**config.mk**
```make
export PLATFORM = sky130hd
export DESIGN_NAME = traffic_ctrl_n
export DESIGN_NICKNAME = d
export VERILOG_FILES = /design/src/rtl/traffic_pkg.sv /design/src/rtl/traffic_ctrl_n_phase_timer.sv /design/src/rtl/traffic_ctrl_n.sv
export SDC_FILE = /design/constraint.sdc
export NUM_CORES = 1
export LEC_CHECK = 0
export ABC_AREA = 1
export CAP_MARGIN = 10
export CELL_PAD_IN_SITES_DETAIL_PLACEMENT = 1
export CELL_PAD_IN_SITES_GLOBAL_PLACEMENT = 1
export CORE_MARGIN = 8
export CORE_UTILIZATION = 37
export DETAILED_ROUTE_END_ITERATION = 7
export GPL_TIMING_DRIVEN = 1
export HOLD_SLACK_MARGIN = 0.12
export PLACE_DENSITY_LB_ADDON = 0.2
export SLEW_MARGIN = 20
export SYNTH_ARGS = -nofsm -noshare
export SYNTH_HDL_FRONTEND = slang
export SYNTH_SLANG_ARGS = --single-unit
```
**constraint.sdc**
```tcl
create_clock -name clk -period 2 [get_ports clk]
set_input_delay 0.2 -clock clk [delete_from_list [all_inputs] [get_ports clk]]
set_output_delay 0.2 -clock clk [all_outputs]
set_load 0.05 [all_outputs]
```
**src/rtl/traffic_pkg.sv**
```systemverilog
// rtl/traffic_pkg.sv - shared state encoding and round-robin grant search for traffic_ctrl_n
package traffic_pkg;

  typedef enum logic [1:0] {
    ALL_RED = 2'd0,
    GREEN   = 2'd1,
    YELLOW  = 2'd2,
    WALK    = 2'd3
  } tl_state_t;

  localparam int RR_MAX = 32;

  // First set bit of pend searching cur+1 upward, wrapping at n; cur itself is
  // checked last. Returns -1 when nothing is pending.
  function automatic int rr_search(input logic [RR_MAX-1:0] pend, input int cur, input int n);
    int idx;
    int res;
    res = -1;
    for (int k = RR_MAX; k >= 1; k--) begin
      if (k <= n) begin
        idx = cur + k;
        if (idx >= n) idx = idx - n;
        if (pend[idx[4:0]]) res = idx;
      end
    end
    return res;
  endfunction

endpackage

```
**src/rtl/traffic_ctrl_n_phase_timer.sv**
```systemverilog
// rtl/traffic_ctrl_n_phase_timer.sv - tick-enabled saturating phase counter with expire compare
module phase_timer #(
  parameter int CNT_W = 8,
  parameter int SAT   = 6
) (
  input  logic             clk,
  input  logic             clr_n,
  input  logic             clear,
  input  logic             tick,
  input  logic [CNT_W-1:0] limit,
  output logic [CNT_W-1:0] count,
  output logic             expire
);

  localparam logic [CNT_W-1:0] SAT_V = CNT_W'(SAT);

  logic [CNT_W-1:0] count_q, count_d;

  // Clear wins over tick so every new state starts from zero.
  always_comb begin
    count_d = count_q;
    if (clear) begin
      count_d = '0;
    end else if (tick && (count_q < SAT_V)) begin
      count_d = count_q + 1'b1;
    end
  end

  // Counter register.
  always_ff @(posedge clk or negedge clr_n) begin
    if (!clr_n) begin
      count_q <= '0;
    end else begin
      count_q <= count_d;
    end
  end

  assign count  = count_q;
  assign expire = tick && (count_q == limit);

endmodule

```
**src/rtl/traffic_ctrl_n.sv**
```systemverilog
// rtl/traffic_ctrl_n.sv - N-approach round-robin traffic controller; optional WALK phase under TRAFFIC_PED_EN
module traffic_ctrl_n
  import traffic_pkg::*;
#(
  parameter int NUM_DIR   = 4,
  parameter int CNT_W     = 8,
  parameter int MIN_GREEN = 3,
  parameter int MAX_GREEN = 6,
  parameter int YELLOW_T  = 2,
  parameter int ALLRED_T  = 1,
  parameter int WALK_T    = 4
) (
  input  logic                       clk,
  input  logic                       clr_n,
  input  logic                       tick,
  input  logic [NUM_DIR-1:0]         car_req,
  input  logic                       ped_req,
  output logic [NUM_DIR-1:0]         red,
  output logic [NUM_DIR-1:0]         yellow,
  output logic [NUM_DIR-1:0]         green,
  output logic                       walk,
  output logic [$clog2(NUM_DIR)-1:0] active_dir,
  output logic                       ic
);

  localparam int DIR_W = $clog2(NUM_DIR);
  // Saturate high enough that every fixed interval can still reach its expire count.
  localparam int SAT_GY = (MAX_GREEN > YELLOW_T) ? MAX_GREEN : YELLOW_T;
  localparam int SAT_AW = (ALLRED_T > WALK_T) ? ALLRED_T : WALK_T;
  localparam int SAT    = (SAT_GY > SAT_AW) ? SAT_GY : SAT_AW;
  localparam logic [CNT_W-1:0] MING_V = CNT_W'(MIN_GREEN - 1);
  localparam logic [CNT_W-1:0] MAXG_V = CNT_W'(MAX_GREEN - 1);

  tl_state_t          state_q, state_d;
  logic [DIR_W-1:0]   active_q, active_d;
  logic [NUM_DIR-1:0] pend_q, pend_d;
  logic               ic_q, ic_d;
  logic               state_change, grant, expire, competing, ped_pend;
  logic [CNT_W-1:0]   count, limit;
  logic [NUM_DIR-1:0] dir_onehot, green_mask;
  int                 rr_idx;

`ifdef TRAFFIC_PED_EN
  logic ped_pend_q, ped_pend_d;
  assign ped_pend = ped_pend_q;
  assign walk     = (state_q == WALK);

  // Pedestrian demand latch, consumed on entry to WALK.
  always_comb begin
    ped_pend_d = ped_pend_q | ped_req;
    if (state_change && (state_d == WALK)) ped_pend_d = 1'b0;
  end

  // Pedestrian demand register.
  always_ff @(posedge clk or negedge clr_n) begin
    if (!clr_n) ped_pend_q <= 1'b0;
    else        ped_pend_q <= ped_pend_d;
  end
`else
  logic unused_ped;
  assign unused_ped = ped_req;
  assign ped_pend   = 1'b0;
  assign walk       = 1'b0;
`endif

  assign dir_onehot   = NUM_DIR'(1) << active_q;
  assign green_mask   = (state_q == GREEN) ? dir_onehot : '0;
  assign competing    = (|(pend_q & ~dir_onehot)) | ped_pend;
  assign rr_idx       = rr_search(RR_MAX'(pend_q), int'(active_q), NUM_DIR);
  assign state_change = (state_d != state_q);

  phase_timer #(.CNT_W(CNT_W), .SAT(SAT)) u_timer (
    .clk    (clk),
    .clr_n  (clr_n),
    .clear  (state_change),
    .tick   (tick),
    .limit  (limit),
    .count  (count),
    .expire (expire)
  );

  // Next-state, grant selection and per-state interval length.
  always_comb begin
    state_d  = state_q;
    active_d = active_q;
    grant    = 1'b0;
    limit    = CNT_W'(ALLRED_T - 1);
    case (state_q)
      ALL_RED: begin
        if (expire) begin
          if (ped_pend) begin
            state_d = WALK;
          end else begin
            state_d = GREEN;
            grant   = 1'b1;
            if (rr_idx >= 0) active_d = DIR_W'(rr_idx);
          end
        end
      end
      GREEN: begin
        if (tick && (count >= MING_V) && competing &&
            (!car_req[active_q] || (count >= MAXG_V))) begin
          state_d = YELLOW;
        end
      end
      YELLOW: begin
        limit = CNT_W'(YELLOW_T - 1);
        if (expire) state_d = ALL_RED;
      end
`ifdef TRAFFIC_PED_EN
      WALK: begin
        limit = CNT_W'(WALK_T - 1);
        if (expire) state_d = ALL_RED;
      end
`endif
      default: state_d = ALL_RED;
    endcase
  end

  // Car demand latch; the granted approach is cleared even if it requests in the same cycle.
  always_comb begin
    pend_d = pend_q | (car_req & ~green_mask);
    if (grant) pend_d = pend_d & ~(NUM_DIR'(1) << active_d);
    ic_d = state_change;
  end

  // Controller state registers.
  always_ff @(posedge clk or negedge clr_n) begin
    if (!clr_n) begin
      state_q  <= ALL_RED;
      active_q <= '0;
      pend_q   <= '0;
      ic_q     <= 1'b0;
    end else begin
      state_q  <= state_d;
      active_q <= active_d;
      pend_q   <= pend_d;
      ic_q     <= ic_d;
    end
  end

  // Lamp decode: only the active approach may leave red, and only in GREEN or YELLOW.
  always_comb begin
    red    = '1;
    yellow = '0;
    green  = '0;
    if (state_q == GREEN) begin
      green = dir_onehot;
      red   = ~dir_onehot;
    end else if (state_q == YELLOW) begin
      yellow = dir_onehot;
      red    = ~dir_onehot;
    end
  end

  assign active_dir = active_q;
  assign ic         = ic_q;

endmodule

```
== Word level (Yosys, flattened, before mapping) ==
Index checks and enable logic that the tools add are counted.

* Multiplexer cells: 36
* Bitwise operators: 7
* Reductions and logical operators: 10
* Equal/unequal tests: 4
* $add $sub $neg: 9
* $lt $le $gt $ge: 13
* Shifts and indexed selects: 2

{| class="wikitable"
|+ Operator list
! operator !! count
|-
| 32-bit 2-to-1 mux || 8
|-
| 32-bit by 1-bit >= comparator with 1-bit output, second input constant || 1
|-
| 5-bit by 6-bit < comparator with 1-bit output, second input constant || 4
|-
| 4-bit 2-to-1 mux || 6
|-
| 1-bit binary-select mux with 5-bit select || 4
|-
| 8-bit 2-to-1 mux || 2
|-
| 4-bit AND || 3
|-
| 2-bit 2-to-1 mux || 6
|-
| 4-bit NOT || 3
|-
| 3-bit by 3-bit subtractor with 4-bit output, second input constant || 3
|-
| 3-bit >= comparator, second input constant || 3
|-
| 8-bit by 1-bit adder with 8-bit output, second input constant || 1
|-
| 8-bit by 1-bit equality test with 1-bit output || 1
|-
| 8-bit by 2-bit >= comparator with 1-bit output, second input constant || 1
|-
| 8-bit by 3-bit >= comparator with 1-bit output, second input constant || 1
|-
| 8-bit by 3-bit < comparator with 1-bit output, second input constant || 1
|-
| 1-bit 2-to-1 mux || 8
|-
| 1-bit by 2-bit << shifter with 4-bit output, first input constant || 2
|-
| 2-bit by 2-bit adder with 3-bit output, second input constant || 2
|-
| 2-bit case mux with 3 select lines || 1
|-
| 1-bit logical AND || 5
|-
| 4-bit by 3-bit subtractor with 5-bit output, second input constant || 1
|-
| 2-bit by 3-bit adder with 4-bit output, second input constant || 1
|-
| 4-bit by 3-bit >= comparator with 1-bit output, second input constant || 1
|-
| 12 further kinds || 12
|}

* Output and inout port bits: 16
* Register bits after elaboration: 17

== Depth between registers and ports, before layout ==
Gate-level depths: netlist of the first run.

* Depth after elaboration: 17
* Gate-level depth with buffers: 15
* Gate-level depth less buffers: 14

== By module ==
A second synthesis of the first run with hierarchy kept.

* Cells, all modules: 217
* Area, all modules: 1372.6 um2

{| class="wikitable"
|+ By module, submodules not included
! module !! instances !! sequential area each (um2) !! area an instance (um2) !! cells an instance
|-
| traffic_ctrl_n || 1 || 225.2 || 877.1 || 144
|-
| phase_timer || 1 || 200.2 || 495.5 || 73
|}

== Worst setup path after synthesis of the first run ==
No wires, ideal clock.

* Path kind: register -> register
* From: register active_q[0] (netlist: active_dir[0])
* To: register pend_q[2]
* Required time: 1881 ps
* Path buffers: 1
* Slack: -228 ps
* Library setup time: 119 ps
* Arrival: 2109 ps
* Cell stages (with the launch flop): 9
* Clock period less this slack: 2228 ps
* Cells stage by stage: dfrtp_1 buf_6 inv_6 ha_1 inv_1 nor2_1 inv_1 a21oi_1 nor2_1

{| class="wikitable"
|+ RTL lines
! element !! RTL line !! source
|-
| from (decl) || traffic_ctrl_n.sv:35 || <nowiki>logic [DIR_W-1:0] active_q, active_d;</nowiki>
|-
| from (signal assigned) || traffic_ctrl_n.sv:136 || <nowiki>active_q <= active_d;</nowiki>
|-
| 1-bit by 2-bit << shifter with 4-bit output * || traffic_ctrl_n.sv:66 || <nowiki>assign dir_onehot = NUM_DIR'(1) << active_q;</nowiki>
|-
| 4-bit 2-to-1 mux * || n/a ||
|-
| net green[2] || traffic_ctrl_n.sv:20 || <nowiki>output logic [NUM_DIR-1:0] green,</nowiki>
|-
| 4-bit NOT * || traffic_ctrl_n.sv:122 || <nowiki>pend_d = pend_q | (car_req & ~green_mask);</nowiki>
|-
| 4-bit AND * || traffic_ctrl_n.sv:122 ||
|-
| 4-bit OR * || traffic_ctrl_n.sv:122 ||
|-
| 4-bit AND || traffic_ctrl_n.sv:123 || <nowiki>if (grant) pend_d = pend_d & ~(NUM_DIR'(1) << active_d);</nowiki>
|-
| 4-bit 2-to-1 mux * || traffic_ctrl_n.sv:123 ||
|-
| net pend_d[2] || traffic_ctrl_n.sv:36 || <nowiki>logic [NUM_DIR-1:0] pend_q, pend_d;</nowiki>
|-
| to (signal assigned) || traffic_ctrl_n.sv:137 || <nowiki>pend_q <= pend_d;</nowiki>
|-
| to (decl) || traffic_ctrl_n.sv:36 ||
|}

Mark *: on every way through the listed nets, which the timed path passes. The rest lies on a longest branch. The select of a mux whose other input is x is not followed.
A chain may end at the register's enable or synchronous reset.

== Worst setup path in the final report of the first run ==
* From: register active_q[1] (netlist: active_dir[1])
* To: output active_dir[1]

{| class="wikitable"
|+ RTL lines
! element !! RTL line !! source
|-
| to (decl) || traffic_ctrl_n.sv:22 || <nowiki>output logic [$clog2(NUM_DIR)-1:0] active_dir,</nowiki>
|}

No word-level cell between the ends.

==> results.md, run 1 <==
* Outcome: completed
* Final Hold Fails at 0
* Clk_lat worst skew at roughly 0.30 ns
* Setup TNS after final layout at 0 ns
* Count of final setup violators at 0
* Critical path fanouts, max at 5
* Die width at about 76 µm
* Critical Path AT at between 1.5 and 2 ns
* Synth cell types at 25
* Antenna cell count at 0
* Top cell by count, worst path: buf_4
* CP Buf/Inv Count at 3
* R2R Setup Slk at approximately 0.1 ns
* Share of cells above drive strength 1 at between 20% and 30%
* Syn Inst Count at between 150 and 200
* Clock power frac at between 6 and 7%
* Crit path launch type: register
* P&R area growth vs syn at 32.1%
* Top delay family on crit path: buffers and inverters
* Critical Path End: active_dir[1]
* CTS tree: built
* FF+latch count, synth at 17
* Crit path time final at 1.95 ns
* Syn Area/Cell at slightly below 7 µm²
* Setup Skew at ~0.0018 ns
* First-pass GRT wire length at a little over 6000 µm
* Switching share of power at 56.5%
* CTS H-tree depth at 1
* Crit Reg-Reg Startpoint: active_dir[0]
* CTS Hold Bufs at 0
* Sink Count at 17
* Design Area, Final at about 1700 µm²
* CTS clk-pin slew, worst paths at roughly 0.1 ns
* Seq. cell area at around 430 µm²
* Die H at 75.6 µm
* Static leakage at 0.884 nW
* Ports at 24
* Cell area after synthesis at between 1000 and 1500 µm²
* Synth area leaders: dfrtp_1 32%, inv_1 9.4%, nor2_1 9.4%
* Drt total wl at 3770 µm
* Routed length per placed instance at 14.2 µm
* Placeable core area at roughly 3400 µm²
* CTS buffer count at 3
* Slowest cell delay on critical path at around 0.80 ns
* Syn Nets at roughly 210
* Area of the multi-input gates at roughly 770 µm²
* Slew @ Worst Pin at 0.497 ns
* Via count of the first global-routing pass at approximately 1.4k
* Post-detailed-route count of antenna-violating nets at 0
* RSZ-0062 raised after global routing: yes
* Cell taking the most area after synthesis: dfrtp_1
* Critical path, cell by cell: buf_4 > buf_4 > clkdlybuf4s50_1
* Required time worst endpoint at about 1.8 ns
* 1st-iter DRT viols at 24
* Initial core utilization at 39.1%
* P_sw at roughly 1.7 mW
* Hpwl dp at 3090 µm
* Post-synth ARST share at 100%
* Worst Setup End Kind: output pin
* Instance count on the critical path at 3
* Largest net degree at the start of global routing at 18
* Initial antenna violation count at 0
* WS Path Type: register to output pin
* Number of port buffers at 21
* Main synth FF type: dfrtp_1
* Final worst slack at a little under 0.05 ns
* Final period util at 97.6%
* Pwr Density at ~1800 nW/µm²
* Max Slew Vio Count at 0
* Root buffer selected by CTS: clkbuf_4
* Worst slack, placed at a little under 0.05 ns
* Die ar. at about 5700 µm²
* Router iterations before antenna repair at 3
* Worst setup path start: active_dir[1]
* # rows at 21
* Peak supply drop at 0.731 mV
* Final Net Count at around 240
* Total global routing overflow at 0
* Combinational power share at ~76%
* FILL cells at between 400 and 500
* Hold crit path type: primary input to async pin
* Max-Cap Viols at 0
* Seq pwr share at 17.8%
* Fmax at 512 MHz
* P_int at roughly 1.3 mW
* Post-route DRC at 0
* Yosys warning total at 0
* Slew margin rel. at between 60% and 70%
* Via count at between 1k and 1.5k
* CTS max path bufs at 2
* Total track usage at between 10 and 15%
* Synth top area share at between 30% and 40%
* R2R cell count at 10
* Commonest cells in the synthesized netlist: 33 x inv_1, 33 x nor2_1, 32 x nand2_1, 18 x nand3_1, 17 x dfrtp_1
* CP max stage cell: clkdlybuf4s50_1
* Vias per cell at approximately 4.8
* Number of flops mapped to enable cells by yosys at 0
* Routability Congestion at 0.815
* Sequential share of the synthesized area at about a third
* RR Endpoint: pend_q[1]
* Placed Area at around 1700 µm²
stage by stage:
stage                     util (%)  hold slack, ns  cells  power, mW
final                         51.6           0.220    266       3.05
after global routing          51.6           0.253    266       3.28
after CTS                     50.2           0.227    263       2.95
after detailed placement      49.4           0.487    259       2.75
after global placement        49.4           0.474    259       2.66
after floorplan                  -         -0.0956    190       2.08
registers in the layout, indices dropped and copies added (netlist names):
register and flops:
active_dir 2, ic 1, pend_q 4, state_q 2, u_timer.count 8
cell usage in the layout, fill, tap and decap left out, types with 3 or more instances in the layout:
cell type / netlist / final
clkbuf_4: 0 / 3
buf_12: 0 / 7
dfrtp_1: 17 / 15
o21ai_0: 5 / 5
a21oi_1: 13 / 13
nor2_1: 33 / 29
inv_1: 33 / 33
nor2_2: 0 / 4
nand3_1: 18 / 18
nor2_4: 3 / 3
ha_1: 8 / 7
clkdlybuf4s50_1: 0 / 9
nand2_1: 32 / 32
buf_4: 1 / 11
nand2_2: 10 / 10
power groups by stage:
stage	Combinational [mW]	Sequential (mW)	Clock [mW]
final	2.31	0.544	0.192
after global routing	2.52	0.554	0.206
after CTS	2.21	0.549	0.194
after detailed placement	2.20	0.557	0
after global placement	2.11	0.550	0
after floorplan	1.44	0.643	0
how the worst min path moves through the flow:
stage	from	end	slack (ns)
finish	clr_n	u_timer.count[2]	0.22
global route	clr_n	state_q[0]	0.25
CTS	clr_n	pend_q[3]	0.23
detailed placement	u_timer.count[4]	u_timer.count[4]	0.49
global placement	u_timer.count[4]	u_timer.count[4]	0.47
floorplan	clr_n	active_dir[0]	-0.1
area by class of cell:
cell class,instances,share of cell area (%)
Clock inverter,1,0.288
Multi-Input combinational cell,135,44.1
Tap cell,46,3.31
Sequential cell,17,24.6
Timing Repair Buffer,27,18.0
Clock buffer,3,1.30
Inverter,37,8.36
logic make-up (layout without fill, tap and decap cells):
family | after synthesis | in the layout | share of synthesized area (%)
AO/OA/AOI/OAI | 24 | 25 | 10.8
XOR/XNOR | 2 | 2 | 1.33
adder cells (fa/ha/maj) | 8 | 8 | 7.61
buffers and inverters | 39 | 68 | 12.5
flip-flops | 17 | 17 | 32.4
other | 1 | 1 | 0.285
AND/OR/NAND/NOR | 99 | 99 | 35.1
metal layers:
metal | routed length [µm] | vias to the layer above | global-route usage [%] | part of all wire [%]
li1 | - | 644 | - | -
met1 | 1510 | 614 | 13.4 | 40
met2 | 2100 | 15 | 28.4 | 56
met3 | 102 | 7 | 2.63 | 2.7
met4 | 57 | 0 | 5.33 | 1.5
met5 | 0 | - | 0 | 0
timing repair:
action,4_1_cts,5_1_grt
setup endpoints to repair,0,17
buffers inserted,0,2
gates resized for setup,0,3
Power figures use the tool's default switching activity.
==> inputs of run 2 (changes only) <==
Settings changed: CORE_UTILIZATION 37 to 38, CTS_BUF_LIST set to sky130_fd_sc_hd__clkbuf_4 sky130_fd_sc_hd__clkbuf_8.
==> results.md, run 2 (synthesis gave the netlist of run 1 again) <==
* CTS buffer count at 3
* Peak supply drop at around 0.74 mV
* Ports at 24
* Worst slack, placed at 0.109 ns
* Number of port buffers at 21
* Post-CTS setup buffer count at 0
* Root buffer selected by CTS: clkbuf_4
* Required time worst endpoint at around 1.8 ns
* Max-Cap Viols at 0
* Clk_lat worst skew at ~0.30 ns
* Fin util at between 50 and 60%
* Slowest cell delay on critical path at just over 0.8 ns
* Final Hold Fails at 0
* Final worst slack at 0.0655 ns
* CP max stage cell: clkdlybuf4s50_1
* First-pass GRT wire length at 6180 µm
* Router iterations before antenna repair at 4
* Final Power at between 2 and 3 mW
* Critical path fanouts, max at 11
* Slew margin rel. at 66.4%
* Design Area, Final at 1730 µm²
* FILL cells at between 400 and 500
* Initial antenna violation count at 0
* Combinational power share at between 70 and 80%
* Critical path, cell by cell: buf_4 > clkdlybuf4s50_1
* Vias per cell at 4.80
* CTS tree: built
* CTS H-tree depth at 1
* Routability Congestion at around 0.83
* WS Path Type: register to output pin
* Static leakage at between 0.8 and 0.9 nW
* Post-detailed-route count of antenna-violating nets at 0
* Count of final setup violators at 0
* Share of cells above drive strength 1 at a little under a quarter
* Routed length per placed instance at between 10 and 15 µm
* Seq. cell area at between 400 and 500 µm²
* Top delay family on crit path: buffers and inverters
* P&R area growth vs syn at 31.3%
* P_int at ~1.3 mW
* Sink Count at 17
* Crit path time final at a little under 2 ns
* Antenna cell count at 0
* Hpwl dp at between 3000 and 4000 µm
* Fmax at a little over 500 MHz
* Seq pwr share at 18.2%
* Placed Area at 1670 µm²
* Total global routing overflow at 0
* Via count at 1,268
* Total track usage at about 14%
* Final period util at 96.7%
* Drt total wl at about 3800 µm
* Hold crit path type: primary input to async pin
* Switching share of power at approximately 57%
* Area of the multi-input gates at approximately 760 µm²
* Outcome: completed
* Commonest non-fill, non-tap cell in the layout: inv_1
* Pwr Density at approximately 1700 nW/µm²
* Final Net Count at 235
* Die H at 74.8 µm
* Post-route DRC at 0
* Placeable core area at 3340 µm²
* CP Buf/Inv Count at 2
* Critical Path AT at 1.73 ns
* 1st-iter DRT viols at 37
* Most frequent cells in the layout: 33 x inv_1, 31 x nand2_1, 29 x nor2_1
* Number of flip-flops under the largest register name at 8
* Slew @ Worst Pin at between 0.5 and 0.6 ns
* Setup Skew at 0.00273 ns
* P_sw at roughly 1.7 mW
* Crit path launch type: register
* CTS clk-pin slew, worst paths at ~0.1 ns
* Worst Setup End Kind: output pin
* CTS max path bufs at 2
* Max Slew Vio Count at 0
* Largest net degree at the start of global routing at 12
* # rows at 21
* Via count of the first global-routing pass at between 1k and 1.5k
* Die ar. at about 5600 µm²
* Clock power frac at roughly 6.4%
* Initial core utilization at between 30% and 40%
* Die width at approximately 75 µm
## run 2: changes by cell type in the layout (fill, tap and decap cells not counted), sizes merged
cell	delta
buf	-2
## run 2: through the flow
step                      hold WS, ns  TNS [ns]  cells
final                           0.186         0    264
after global routing            0.213   -0.0401    264
after CTS                       0.194         0    263
after detailed placement        0.488         0    259
after global placement          0.473         0    259
after floorplan               -0.0956         0    190
## run 2: path summary, 6_finish.rpt
path / start / to / slack (ns) / cells after the start
max: active_dir[0] / active_dir[0] / 0.07 / 2
min: clr_n / u_timer.count[6] / 0.19 / 1
max reg2reg: active_dir[0] / pend_q[1] / 0.15 / 13
min reg2reg: u_timer.count[6] / u_timer.count[6] / 0.50 / 2
max in group asynchronous: clr_n / state_q[1] / 1.34 / 2
min in group clk: u_timer.count[6] / u_timer.count[6] / 0.50 / 2
## run 2: worst reg2reg max path, delay by kind of cell, from the launching register on
kind | cells | cell delay (ns)
buffers and inverters | 4 | 0.23
AND/OR/NAND/NOR | 8 | 0.77
flip-flops | 1 | 0.42
adder cells (fa/ha/maj) | 1 | 0.34
## run 2: repair_timing
item                                    CTS  global route
endpoints found under the hold margin     0             0
endpoints found under the setup margin    0            11
hold buffers                              0             0
gates resized for setup                   0             4
## run 2: power by group through the flow
stage                     registers, mW  clock network [mW]  logic [mW]
after floorplan                   0.643                   0        1.44
after global placement            0.542                   0        2.13
after detailed placement          0.550                   0        2.20
after CTS                         0.543               0.195        2.22
after global routing              0.558               0.204        2.47
final                             0.544               0.190        2.25
## run 2: area by class of cell
cell class | count | area share (%)
clock inverters | 1 | 0.290
inverters | 37 | 8.41
repair buffers | 25 | 18.0
multi-input cells | 135 | 43.9
clock buffers | 3 | 1.30
flip-flops and latches | 17 | 24.8
well taps | 46 | 3.33
## run 2: metal layers
| metal | wire (µm) | GRT usage, % | vias up |
|---|---|---|---|
| met5 | 0 | 0 | - |
| met4 | 57 | 5.43 | 0 |
| met3 | 103 | 1.73 | 6 |
| met2 | 2110 | 27.7 | 16 |
| met1 | 1490 | 15.1 | 603 |
| li1 | - | - | 643 |
